### src/rtl/mover_pkg.sv
// Shared types for the maze sprite movers: headings, movement states and keycode decode.
package mover_pkg;

  // Encoding lets blocked[dir] index the wall flags directly.
  typedef enum logic [1:0] {
    RIGHT = 2'd0,
    LEFT  = 2'd1,
    DOWN  = 2'd2,
    UP    = 2'd3
  } dir_t;

  typedef enum logic {
    IDLE = 1'b0,
    MOVE = 1'b1
  } mv_state_t;

  typedef struct packed {
    logic valid;
    dir_t dir;
  } req_t;

  localparam logic [7:0] KEY_LEFT  = 8'h04;
  localparam logic [7:0] KEY_RIGHT = 8'h07;
  localparam logic [7:0] KEY_DOWN  = 8'h16;
  localparam logic [7:0] KEY_UP    = 8'h1A;

  function automatic req_t key_decode(input logic [7:0] key);
    req_t r;
    r.valid = 1'b1;
    r.dir   = LEFT;
    case (key)
      KEY_LEFT:  r.dir = LEFT;
      KEY_RIGHT: r.dir = RIGHT;
      KEY_DOWN:  r.dir = DOWN;
      KEY_UP:    r.dir = UP;
      default:   r.valid = 1'b0;
    endcase
    return r;
  endfunction

endpackage

### src/rtl/turn_buffer.sv
// Holds the most recent direction key for TURN_HOLD frames so a turn can be taken
// as soon as the corridor opens; presents this frame's key in preference to the stored one.
module turn_buffer
  import mover_pkg::*;
#(
  parameter int TURN_HOLD = 16
) (
  input  logic       clk_i,
  input  logic       rst_i,
  input  logic [7:0] keycode_i,
  input  logic       take_i,
  output req_t       eff_o,
  output logic       pending_o
);

  localparam int HW = $clog2(TURN_HOLD + 1);

  logic          req_valid_q, req_valid_d;
  dir_t          req_dir_q, req_dir_d;
  logic [HW-1:0] hold_q, hold_d;
  req_t          key;

  always_comb begin
    key         = key_decode(keycode_i);
    req_valid_d = req_valid_q;
    req_dir_d   = req_dir_q;
    hold_d      = hold_q;

    if (key.valid) begin
      eff_o = key;
    end else begin
      eff_o.valid = req_valid_q;
      eff_o.dir   = req_dir_q;
    end

    if (take_i) begin
      req_valid_d = 1'b0;
      hold_d      = '0;
    end else if (key.valid) begin
      req_valid_d = 1'b1;
      req_dir_d   = key.dir;
      hold_d      = HW'(TURN_HOLD);
    end else if (req_valid_q) begin
      hold_d = hold_q - HW'(1);
      if (hold_q == HW'(1)) req_valid_d = 1'b0;
    end
  end

  always_ff @(posedge clk_i or posedge rst_i) begin
    if (rst_i) begin
      req_valid_q <= 1'b0;
      req_dir_q   <= LEFT;
      hold_q      <= '0;
    end else begin
      req_valid_q <= req_valid_d;
      req_dir_q   <= req_dir_d;
      hold_q      <= hold_d;
    end
  end

  assign pending_o = req_valid_q;

endmodule

### src/rtl/sprite_mover.sv
// Frame-rate maze sprite mover: speed divider, IDLE/MOVE heading FSM and tunnel wrap on X.
module sprite_mover
  import mover_pkg::*;
#(
  parameter int X_START    = 320,
  parameter int Y_START    = 274,
  parameter int SIZE       = 8,
  parameter int STEP       = 1,
  parameter int SPEED_DIV  = 1,
  parameter int TURN_HOLD  = 16,
  parameter int X_WRAP_MIN = 120,
  parameter int X_WRAP_MAX = 520
) (
  input  logic       frame_clk,
  input  logic       Reset,
  input  logic [7:0] keycode,
  input  logic [3:0] blocked,
  output logic [9:0] PosX,
  output logic [9:0] PosY,
  output logic [9:0] Size,
  output dir_t       Dir,
  output logic       Moving,
  output logic       TurnPending
);

  localparam int         DW     = (SPEED_DIV > 1) ? $clog2(SPEED_DIV) : 1;
  localparam logic [9:0] STEP10 = 10'(STEP);
  localparam logic [9:0] XMIN   = 10'(X_WRAP_MIN);
  localparam logic [9:0] XMAX   = 10'(X_WRAP_MAX);

  mv_state_t     state_q, state_d;
  dir_t          dir_q, dir_d, mv_dir;
  logic [9:0]    x_q, x_d, y_q, y_d, nx;
  logic [DW-1:0] div_q, div_d;
  logic          step, take, do_move;
  req_t          eff;

  turn_buffer #(.TURN_HOLD(TURN_HOLD)) u_turn (
    .clk_i     (frame_clk),
    .rst_i     (Reset),
    .keycode_i (keycode),
    .take_i    (take),
    .eff_o     (eff),
    .pending_o (TurnPending)
  );

  always_comb begin
    state_d = state_q;
    dir_d   = dir_q;
    x_d     = x_q;
    y_d     = y_q;
    nx      = x_q;
    take    = 1'b0;
    do_move = 1'b0;
    mv_dir  = dir_q;
    step    = (div_q == DW'(SPEED_DIV - 1));
    div_d   = step ? '0 : div_q + DW'(1);

    if (step) begin
      if (eff.valid && !blocked[eff.dir]) begin
        state_d = MOVE;
        dir_d   = eff.dir;
        mv_dir  = eff.dir;
        do_move = 1'b1;
        take    = 1'b1;
      end else if (state_q == MOVE && !blocked[dir_q]) begin
        do_move = 1'b1;
      end else if (state_q == MOVE) begin
        // Stopping at a wall keeps any buffered request alive.
        state_d = IDLE;
      end
    end

    if (do_move) begin
      case (mv_dir)
        RIGHT: nx  = x_q + STEP10;
        LEFT:  nx  = x_q - STEP10;
        DOWN:  y_d = y_q + STEP10;
        UP:    y_d = y_q - STEP10;
        default: ;
      endcase
      if (mv_dir == RIGHT || mv_dir == LEFT) begin
        if (nx < XMIN)      x_d = XMAX;
        else if (nx > XMAX) x_d = XMIN;
        else                x_d = nx;
      end
    end
  end

  always_ff @(posedge frame_clk or posedge Reset) begin
    if (Reset) begin
      state_q <= IDLE;
      dir_q   <= LEFT;
      x_q     <= 10'(X_START);
      y_q     <= 10'(Y_START);
      div_q   <= '0;
    end else begin
      state_q <= state_d;
      dir_q   <= dir_d;
      x_q     <= x_d;
      y_q     <= y_d;
      div_q   <= div_d;
    end
  end

  assign PosX   = x_q;
  assign PosY   = y_q;
  assign Size   = 10'(SIZE);
  assign Dir    = dir_q;
  assign Moving = (state_q == MOVE);

endmodule
### config.mk
export PLATFORM = sky130hd
export DESIGN_NAME = sprite_mover
export DESIGN_NICKNAME = d
export VERILOG_FILES = /design/src/rtl/mover_pkg.sv /design/src/rtl/turn_buffer.sv /design/src/rtl/sprite_mover.sv
export SDC_FILE = /design/constraint.sdc
export NUM_CORES = 1
export LEC_CHECK = 0
export BUFFER_PORTS_ARGS = -buffer_cell sky130_fd_sc_hd__buf_2
export CAP_MARGIN = 20
export CORE_AREA = 2 2 88 111
export CTS_CLUSTER_DIAMETER = 60
export DETAILED_ROUTE_END_ITERATION = 12
export DIE_AREA = 0 0 90 113
export HOLD_SLACK_MARGIN = 0.03
export MAX_ROUTING_LAYER = met4
export PLACE_DENSITY_LB_ADDON = 0.25
export SLEW_MARGIN = 20
export SYNTH_ARGS = -nofsm -noshare
export SYNTH_HDL_FRONTEND = slang
export SYNTH_SLANG_ARGS = --single-unit
export TNS_END_PERCENT = 1
### constraint.sdc
create_clock -name frame_clk -period 6.35 [get_ports frame_clk]
set_clock_uncertainty 0.05 [all_clocks]
set_input_delay 0.9525 -clock frame_clk [delete_from_list [all_inputs] [get_ports frame_clk]]
set_output_delay 0.9525 -clock frame_clk [all_outputs]
set_load 0.02 [all_outputs]
# --- After elaboration in Yosys (flattened, before gate mapping) ---
# Cells that the tools add are included.
# Widths: inputs -> output; s select.
word_totals:
  ff_bits: 32
  out_inout_bits: 34
  wordCells: 71
op_classes:
  addsub: 6
  order_cmp: 4
  eq_ne: 9
  n_mux: 29
  bitwise_logic: 2
  reduce_logical: 13
ops:
  columns: ["cell", "n"]
  rows:
  - ["$pmux 10 s2", 2]
  - ["$mux 10", 3]
  - ["$add 10x1->10 const B", 2]
  - ["$sub 10x1->10 const B", 2]
  - ["$eq 8x3->1 const B", 2]
  - ["$eq 8x5->1 const B", 2]
  - ["$mux 1", 15]
  - ["$mux 5", 3]
  - ["$gt 10x10->1 const B", 1]
  - ["$lt 10x7->1 const B", 1]
  - ["$reduce_and 2->1", 4]
  - ["$lt 2x3->1 const B", 2]
  - ["$pmux 2 s3", 1]
  - ["$eq 5x1->1 const B", 1]
  - ["$sub 5x1->5 const B", 1]
  - ["$bmux 1 s2", 2]
  - ["$eq 2x2->1 const B", 2]
  - ["$mux 2", 2]
  - ["$reduce_or 4->1", 1]
  - ["$mux 3", 1]
  - ["$reduce_bool 3->1", 1]
  - ["$eq 2x1->1 const B", 1]
  - ["$logic_and 1x1->1", 2]
  - ["$logic_not 1->1", 2]
  - ["other kinds (6)", 7]

# --- Logic depth before layout (Yosys ltp) ---
# Gate-level depths: netlist (run 1).
logic_depth:
  depth_word: 16
  mapped_depth: 19
  mapped_depth_nobuf: 18

# --- Modules after synthesis ---
# A second synthesis (run 1) with hierarchy kept.
hier_totals:
  cells_unflattened: 278
  area_unflattened_um2: 2462.4
by_module_without_submodules:
  columns: ["mod", "n_inst", "cells_per_inst", "area_each_um2"]
  rows:
  - ["sprite_mover", 1, 226, 1943.1]
  - ["turn_buffer", 1, 52, 519.2]

# --- Worst setup path after synthesis (run 1) ---
# Ideal clock, no wire load.
synth_path:
  path_kind: "input port to flip-flop"
  startpoint: "input port keycode[7]"
  endpoint: "register x_q[5], in the netlist PosX[5]"
  t_arrival_ps: 5400
  required_ps: 6177
  setup_slack_ps: 777
  path_stages: 16
  path_buffers: 0
  cell_sequence: "nor3_1 -> nand3_1 -> a22oi_1 -> a211oi_2 -> a211oi_2 -> mux2_2 -> nor2b_1 -> ha_1 -> a21o_1 -> a211oi_1 -> o311ai_0 -> a211o_1 -> or4_1 -> or3_4 -> a21o_1 -> o221a_1"
synth_between:
  elab_chain_len: 16
  word_cells_on_any_way: 26
  cone_classes: "order compare: 2; eq/ne: 5; mux: 13; reduce/logical: 6"
synth_rtl:
  columns: ["element", "line_no", "rtl"]
  rows:
  - ["from (decl)", "sprite_mover.sv:16", "input logic [7:0] keycode,"]
  - ["$eq 8x3->1 or $eq 8x5->1 (tied branches)", "mover_pkg.sv:31", "case (key)"]
  - ["$reduce_or 4->1 (no line)", null, null]
  - ["$mux 1", "mover_pkg.sv:31", null]
  - ["$mux 3 (*)", "turn_buffer.sv:29", "if (key.valid) begin"]
  - ["$bmux 1 s2", "sprite_mover.sv:60", "if (eff.valid && !blocked[eff.dir]) begin"]
  - ["$mux 1 (implied by the code)", "sprite_mover.sv:60", null]
  - ["$logic_not 1->1", "sprite_mover.sv:60", null]
  - ["$logic_and 1x1->1", "sprite_mover.sv:60", null]
  - ["$mux 2", null, null]
  - ["$mux 2", "sprite_mover.sv:59", "if (step) begin"]
  - ["$eq 2x1->1 or $logic_not 2->1 (tied branches)", "sprite_mover.sv:75, sprite_mover.sv:82", null]
  - ["$pmux 10 s2", "sprite_mover.sv:75", "case (mv_dir)"]
  - ["$mux 10", "sprite_mover.sv:74", "if (do_move) begin"]
  - ["$gt 10x10->1", "sprite_mover.sv:84", "else if (nx > XMAX) x_d = XMIN;"]
  - ["$mux 10", "sprite_mover.sv:84", null]
  - ["$mux 10", "sprite_mover.sv:83", "if (nx < XMIN) x_d = XMAX;"]
  - ["to (signal assigned)", "sprite_mover.sv:94", "x_q <= 10'(X_START);"]
  - ["to (decl)", "sprite_mover.sv:33", "logic [9:0] x_q, x_d, y_q, y_d, nx;"]
# Every way passes the cells marked *; elsewhere a longest branch is shown, timed or not. The select of a mux whose other input is x is not followed.
# A chain may end at the register's enable or synchronous reset.

# --- Final worst setup path (run 1) ---
# Same ends and word-level chain as after synthesis.

==> results by group, run 1 <==
Synth
  – Cells after synthesis: 302
  – Yosys reg bits: 31
  – Post-synth top area cell: dfrtp_1
  – Mean Syn Cell Area: 8.87 µm²
  – Post-synthesis sequential area ratio: 0.293
  – Main synth FF type: dfrtp_1
  – Netlist cell types: 72
  – Area share of the largest cell type after synthesis: 0.224
  – Netlist Area Pre-Place: 2680 µm²
  – Post-synth EDFFs: 0
  – Ranking of synthesized cells by area: dfrtp_1 22%, ha_1 8.4%, dfstp_2 6.9%, o21ai_0 4.5%, nand2_1 3.6%
  – Synth warn: 0
  – Share of async-settable or async-resettable flops after synthesis: 1.00

Power and ir drop
  – Pwr/cell area: 332 nW/µm²
  – VDD IR max: 0.120 mV
  – Pleak: 1.41 nW

Min path
  – Min-Delay Path Class: reg2reg

Route
  – Final antenna-violating net count: 0
  – Iteration-0 DRC Markers: 112
  – Routed len/inst: 13.8 µm
  – Routed wire length: 6.41 mm
  – DRC: 0
  – Vias post-DR: 2335
  – Via-per-instance ratio: 5.02
  – DRT Pass-1 Iters: 4

Clock tree
  – Resized cells post-CTS: 0
  – Clock Tree Buf Depth: 2
  – CTS Buf Count: 5
  – Post-CTS setup buffers: 0
  – CTS Hold Bufs: 0
  – CTS sink cnt: 31
  – Root buffer cell: clkbuf_16
  – Worst skew pair latency: 0.28 ns
  – CTS H-Tree Depth: 2
  – CTS tree: built
  – CTS clock-pin slew for the worst setup and hold paths: 0.06 ns

Setup path
  – Critical-path top delay cell: nor2b_1
  – CP required: 6.47 ns
  – CP startpoint kind: input pin
  – CP arrival: 5.90 ns
  – CP max FO: 9
  – CP top delay family: compound AO/OA/AOI/OAI gates
  – Crit end category: flop
  – Crit path buf inv count: 1
  – Slowest stage delay, CP: 0.59 ns
  – Crit-path cells: buf_2 > nor3_1 > nand3_1 > a22oi_1 > a211oi_2 > a211oi_2 > mux2_2 > nor2b_1 > ha_1 > a21o_1 > a211oi_1 > o311ai_0 > a211o_1 > or4_1 > or3_4 > a21o_1 > o221a_1
  – WS Path Type: in2reg

Cells and area
  – Fin nets: 375
  – Most common cell after layout, fill and taps aside: buf_2
  – Layout cells sized above 1: 0.219
  – Diode count: 0
  – Util after Layout: 0.343
  – Fin area: 3110 µm²
  – Layout area overhead: 16.3%
  – Most frequent cells in the layout: 37 x buf_2, 26 x nand2_1, 24 x dfrtp_1, 24 x o21ai_0, 22 x nor2_1

STA
  – Final setup vio count: 0
  – RSZ-0062 raised after global routing: false
  – Hold Vio Cnt, Final: 0
  – Max Freq: 0.173 GHz
  – Setup_tns: 0 ns
  – Final worst path period need: 5.78 ns
  – Slew HR: 0.486
  – Tcrit/Tclk final: 0.911
  – Fin. max-slew vios: 0
  – Slew @ Worst Pin: 0.772 ns
  – Fin worst setup slack: 0.568 ns

Die
  – Site Rows: 39
  – Die span in x: 90 µm
  – Core Area: 9080 µm²
  – I/O pin total: 48
  – Initial Utilization: 0.295
  – Chip height: 113 µm
  – Die area: 10200 µm²

Global routing
  – Global-route usage over all layers: 0.134
  – First-pass GRT wire length: 10.7 mm
  – GRT Residual Overflow: 0
  – Number of global-route vias before repair: 2244
  – Initial antenna violation count: 0
  – Largest net degree at the start of global routing: 32

Placed design
  – Pre-CTS setup slack: 0.308 ns
  – Port Buf Inserts: 37
  – DPL Wire Length: 5.04 mm
  – RD Place Congestion: 0.888
  – Cell Area, Placed: 2970 µm²

Flow run
  – Max Cap Viol: 0

Run status
  – Status: finished, final reports clean
## Yosys cell counts, types with 3 or more instances
master,instances
nand2_1,26
dfrtp_1,24
o21ai_0,24
nor2_1,22
ha_1,18
a21oi_1,17
nor3_1,11
xnor2_1,11
buf_4,10
xor2_1,10
inv_1,9
dfstp_2,7
nand3_1,7
a21o_1,6
nand2b_1,6
a211oi_1,3
a22o_1,3
a31oi_1,3
buf_2,3
nor2b_1,3
o21ai_1,3
o31ai_1,3
or3_1,3
## metrics by stage
| step | hold WS [ns] | total power, W | std cells |
|---|---|---|---|
| 2_1_floorplan | 0.421 | 0.000669 | 310 |
| 3_3_place_gp | 0.433 | 0.000798 | 457 |
| 3_5_place_dp | 0.433 | 0.000801 | 457 |
| 4_1_cts | 0.442 | 0.00105 | 465 |
| 5_1_grt | 0.467 | 0.00111 | 465 |
| 6_report | 0.434 | 0.00103 | 465 |
## flip-flops by register name (all words and copies together), names as in the netlist
| register | flops |
|---|---|
| Dir | 2 |
| Moving | 1 |
| PosX | 10 |
| PosY | 10 |
| u_turn.hold_q | 5 |
| u_turn.pending_o | 1 |
| u_turn.req_dir_q | 2 |
## path summary, 6_finish.rpt
check,startpoint,to,slack [ns],cells past startpoint
max,keycode[7],PosX[5]$_DFFE_PP0P_,0.57,17
min,PosY[4]$_DFFE_PP1P_,PosY[4]$_DFFE_PP1P_,0.43,2
max reg2reg,u_turn.req_dir_q[0]$_DFFE_PP1P_,PosX[5]$_DFFE_PP0P_,1.27,16
min reg2reg,PosY[4]$_DFFE_PP1P_,PosY[4]$_DFFE_PP1P_,0.43,2
max in group asynchronous,Reset,PosX[8]$_DFFE_PP1P_,5.20,3
min in group asynchronous,Reset,u_turn.hold_q[1]$_DFFE_PP0P_,0.70,3
## metal layers
metal | part of all wire | vias up | global-route usage
li1 | - | 1180 | -
met1 | 0.43 | 1098 | 0.149
met2 | 0.50 | 45 | 0.230
met3 | 0.037 | 12 | 0.0253
met4 | 0.026 | 0 | 0.0646
met5 | 0 | - | -
## where the power goes
group / switching, W / internal [W]
clock: 0.0000920 / 0.000144
combinational: 0.000288 / 0.000199
sequential: 0.0000669 / 0.000243
total: 0.000447 / 0.000586
## cells by family after synthesis
kind of cell	after synthesis	synth area share
and+or+nand+nor	104	0.205
AOI/OAI and AO/OA	93	0.251
DFF	31	0.293
buffers and inverters	25	0.0505
xor gates and xnor gates	22	0.0748
adders and majority gates	20	0.0991
muxes	5	0.0243
other	2	0.00280
## area by class of cell
| cell class | count | area (µm²) |
|---|---|---|
| well taps | 123 | 154 |
| flip-flops and latches | 31 | 785 |
| clock buffers | 5 | 125 |
| repair buffers | 40 | 208 |
| clock inverters | 3 | 20.0 |
| fillers | 963 | 5960 |
| multi-input cells | 254 | 1790 |
| inverters | 9 | 33.8 |
## worst register-to-register path, cell delays in order (launching register included)
cell	delay, ns
dfstp_2	0.58
nor2_1	0.08
a32oi_1	0.17
o21ai_1	0.13
a211oi_2	0.31
a211oi_2	0.11
mux2_2	0.30
nor2b_1	0.59
ha_1	0.40
a21o_1	0.22
a211oi_1	0.27
o311ai_0	0.22
a211o_1	0.31
or4_1	0.43
or3_4	0.39
a21o_1	0.20
o221a_1	0.20
No activity file was read; power rests on OpenSTA's default activity.
==> run 2, diff against run 1 <==
--- a/config.mk
+++ b/config.mk
@@ -7,14 +7,13 @@
 export LEC_CHECK = 0
 export BUFFER_PORTS_ARGS = -buffer_cell sky130_fd_sc_hd__buf_2
 export CAP_MARGIN = 20
-export CORE_AREA = 2 2 88 111
+export CORE_AREA = 2 2 81 121
 export CTS_CLUSTER_DIAMETER = 60
 export DETAILED_ROUTE_END_ITERATION = 12
-export DIE_AREA = 0 0 90 113
+export DIE_AREA = 0 0 83 123
 export HOLD_SLACK_MARGIN = 0.03
 export MAX_ROUTING_LAYER = met4
 export PLACE_DENSITY_LB_ADDON = 0.25
-export SLEW_MARGIN = 20
 export SYNTH_ARGS = -nofsm -noshare
 export SYNTH_HDL_FRONTEND = slang
 export SYNTH_SLANG_ARGS = --single-unit
==> constraint.sdc (replaced) <==
create_clock -name frame_clk -period 6.91 [get_ports frame_clk]
set_clock_uncertainty 0.05 [all_clocks]
set_input_delay 1.0365 -clock frame_clk [delete_from_list [all_inputs] [get_ports frame_clk]]
set_output_delay 1.0365 -clock frame_clk [all_outputs]
set_load 0.02 [all_outputs]
==> results by group, run 2 (synthesis results as in run 1) <==
Setup path
  – CP top delay family: compound AO/OA/AOI/OAI gates
  – Crit-path cells: buf_2 > nor3_1 > nand3_1 > a22oi_1 > a211oi_2 > a211oi_2 > mux2_2 > nor2b_1 > ha_1 > a21o_1 > a211oi_1 > o311ai_0 > a211o_1 > or4_1 > or3_4 > a21o_1 > o221a_1
  – CP arrival: 6.29 ns
  – CP required: 7.02 ns
  – Slowest stage delay, CP: 0.60 ns
  – Crit end category: flop
  – Worst Setup SP: keycode[7]
  – CP max FO: 9
  – Worst r2r dst: PosX[5]$_DFFE_PP0P_
  – WS Path Type: in2reg
  – Critical-path top delay cell: nor2b_1
  – Worst r2r src: u_turn.req_dir_q[0]$_DFFE_PP1P_
  – Crit path buf inv count: 1
  – R2r worst-path depth: 16
  – Flop2flop setup slack: 1.78 ns
  – CP startpoint kind: input pin

Clock tree
  – Clock Tree Buf Depth: 2
  – CTS H-Tree Depth: 2
  – Worst skew pair latency: 0.27 ns
  – CTS clock-pin slew for the worst setup and hold paths: 0.05 ns
  – CTS Buf Count: 5
  – CTS sink cnt: 31
  – Resized cells post-CTS: 0
  – Post-CTS setup buffers: 0
  – CTS tree: built
  – Root buffer cell: clkbuf_16
  – CTS Hold Bufs: 0

Cells and area
  – Most common cell after layout, fill and taps aside: buf_2
  – Fin nets: 374
  – Most frequent cells in the layout: 37 x buf_2, 26 x nand2_1, 24 x dfrtp_1, 24 x o21ai_0, 22 x nor2_1
  – Layout fillers: 962
  – Layout cells sized above 1: 0.214
  – Fin area: 3100 µm²
  – Fin cells: 453
  – Diode count: 0
  – Layout area overhead: 15.9%
  – Flip-flop and latch area: 785 µm²
  – Area occupied by multi-input gates: 1790 µm²

STA
  – Slew HR: 0.490
  – Setup_tns: 0 ns
  – RSZ-0062 raised after global routing: false
  – Max Freq: 0.162 GHz
  – Slew @ Worst Pin: 0.764 ns
  – Hold Vio Cnt, Final: 0
  – Tcrit/Tclk final: 0.895
  – Final setup vio count: 0
  – Fin. max-slew vios: 0
  – Min Hold Slack: 0.432 ns
  – Final worst path period need: 6.18 ns

Die
  – Die area: 10200 µm²
  – I/O pin total: 48
  – Initial Utilization: 0.291
  – Core Area: 9200 µm²
  – Die span in x: 83 µm
  – Site Rows: 43
  – Chip height: 123 µm

Power and ir drop
  – Pleak: 1.41 nW
  – Flop pwr share: 0.296
  – Net Sw Frac: 0.420
  – VDD IR max: 0.115 mV
  – Sw power: 0.000404 W
  – Clock Power Share: 0.238
  – Pwr/cell area: 310 nW/µm²
  – Part of the power in combinational logic: 0.465
  – Cell-internal power: 0.000558 W

Placed design
  – Placed cell count: 445
  – RD Place Congestion: 0.828
  – DPL Wire Length: 5.30 mm
  – Port Buf Inserts: 37
  – Cell Area, Placed: 2950 µm²

Min path
  – WHS Path Cells: 2
  – Min-Delay Path Class: reg2reg
  – Hold path endpoint: PosY[4]$_DFFE_PP1P_
  – Min-delay src: PosY[4]$_DFFE_PP1P_

Global routing
  – Largest net degree at the start of global routing: 32
  – Met3 usage: 0.0174
  – Gr busiest metal: met2
  – First-pass GRT wire length: 11.1 mm
  – GRT met2 Usage: 0.252
  – Initial antenna violation count: 0
  – GRT Residual Overflow: 0
  – Global-route usage over all layers: 0.138
  – M1 GR Usage: 0.158
  – Number of global-route vias before repair: 2347

Route
  – DRC: 0
  – Vias post-DR: 2363
  – Iteration-0 DRC Markers: 142
  – Routed wire length: 6.78 mm
  – Via-per-instance ratio: 5.22
  – Routed len/inst: 15.0 µm
  – Final antenna-violating net count: 0
  – DRT Pass-1 Iters: 4

Flow run
  – Max Cap Viol: 0

Run status
  – Status: finished, final reports clean
run 2: worst max-delay path by stage:
stage	end	slack, ns	depth (start not counted)
floorplan	PosX[5]$_DFFE_PP0P_	1.25	16
global placement	PosX[5]$_DFFE_PP0P_	0.65	17
detailed placement	PosX[5]$_DFFE_PP0P_	0.48	17
CTS	PosX[5]$_DFFE_PP0P_	0.75	17
global route	PosX[5]$_DFFE_PP0P_	0.29	17
finish	PosX[5]$_DFFE_PP0P_	0.73	17
run 2: final cells by class:
class                      instances  area share
clock buffer                       8      0.0504
multi-input combinational        254       0.576
tap                              112      0.0452
timing repair buffer              39      0.0645
inverter                           9      0.0109
sequential                        31       0.253
run 2: routing by layer:
metal	routed length, µm	up-vias
met1	2890	1136
met4	53	0
met3	198	2
met2	3640	51
met5	0	-
li1	-	1174
run 2: power by group through the flow:
stage	Clock (W)	Combinational (W)	Sequential (W)
2_1_floorplan	0	0.000315	0.000300
4_1_cts	0.000238	0.000451	0.000287
3_3_place_gp	0	0.000445	0.000289
3_5_place_dp	0	0.000450	0.000288
5_1_grt	0.000244	0.000501	0.000293
6_report	0.000229	0.000448	0.000285
run 2: stage by stage:
step                       util  total power [W]  worst slack [ns]
after floorplan               -         0.000615              1.25
after global placement    0.320         0.000734             0.654
after detailed placement  0.320         0.000738             0.479
after CTS                 0.337         0.000976             0.754
after global routing      0.337          0.00104             0.294
final                     0.337         0.000962             0.725
run 2: worst reg2reg max path: stages (launching register included):
cell,delay (ns)
dfstp_2,0.57
nor2_1,0.07
a32oi_1,0.18
o21ai_1,0.14
a211oi_2,0.31
a211oi_2,0.11
mux2_2,0.32
nor2b_1,0.60
ha_1,0.40
a21o_1,0.22
a211oi_1,0.28
o311ai_0,0.23
a211o_1,0.32
or4_1,0.43
or3_4,0.38
a21o_1,0.20
o221a_1,0.20
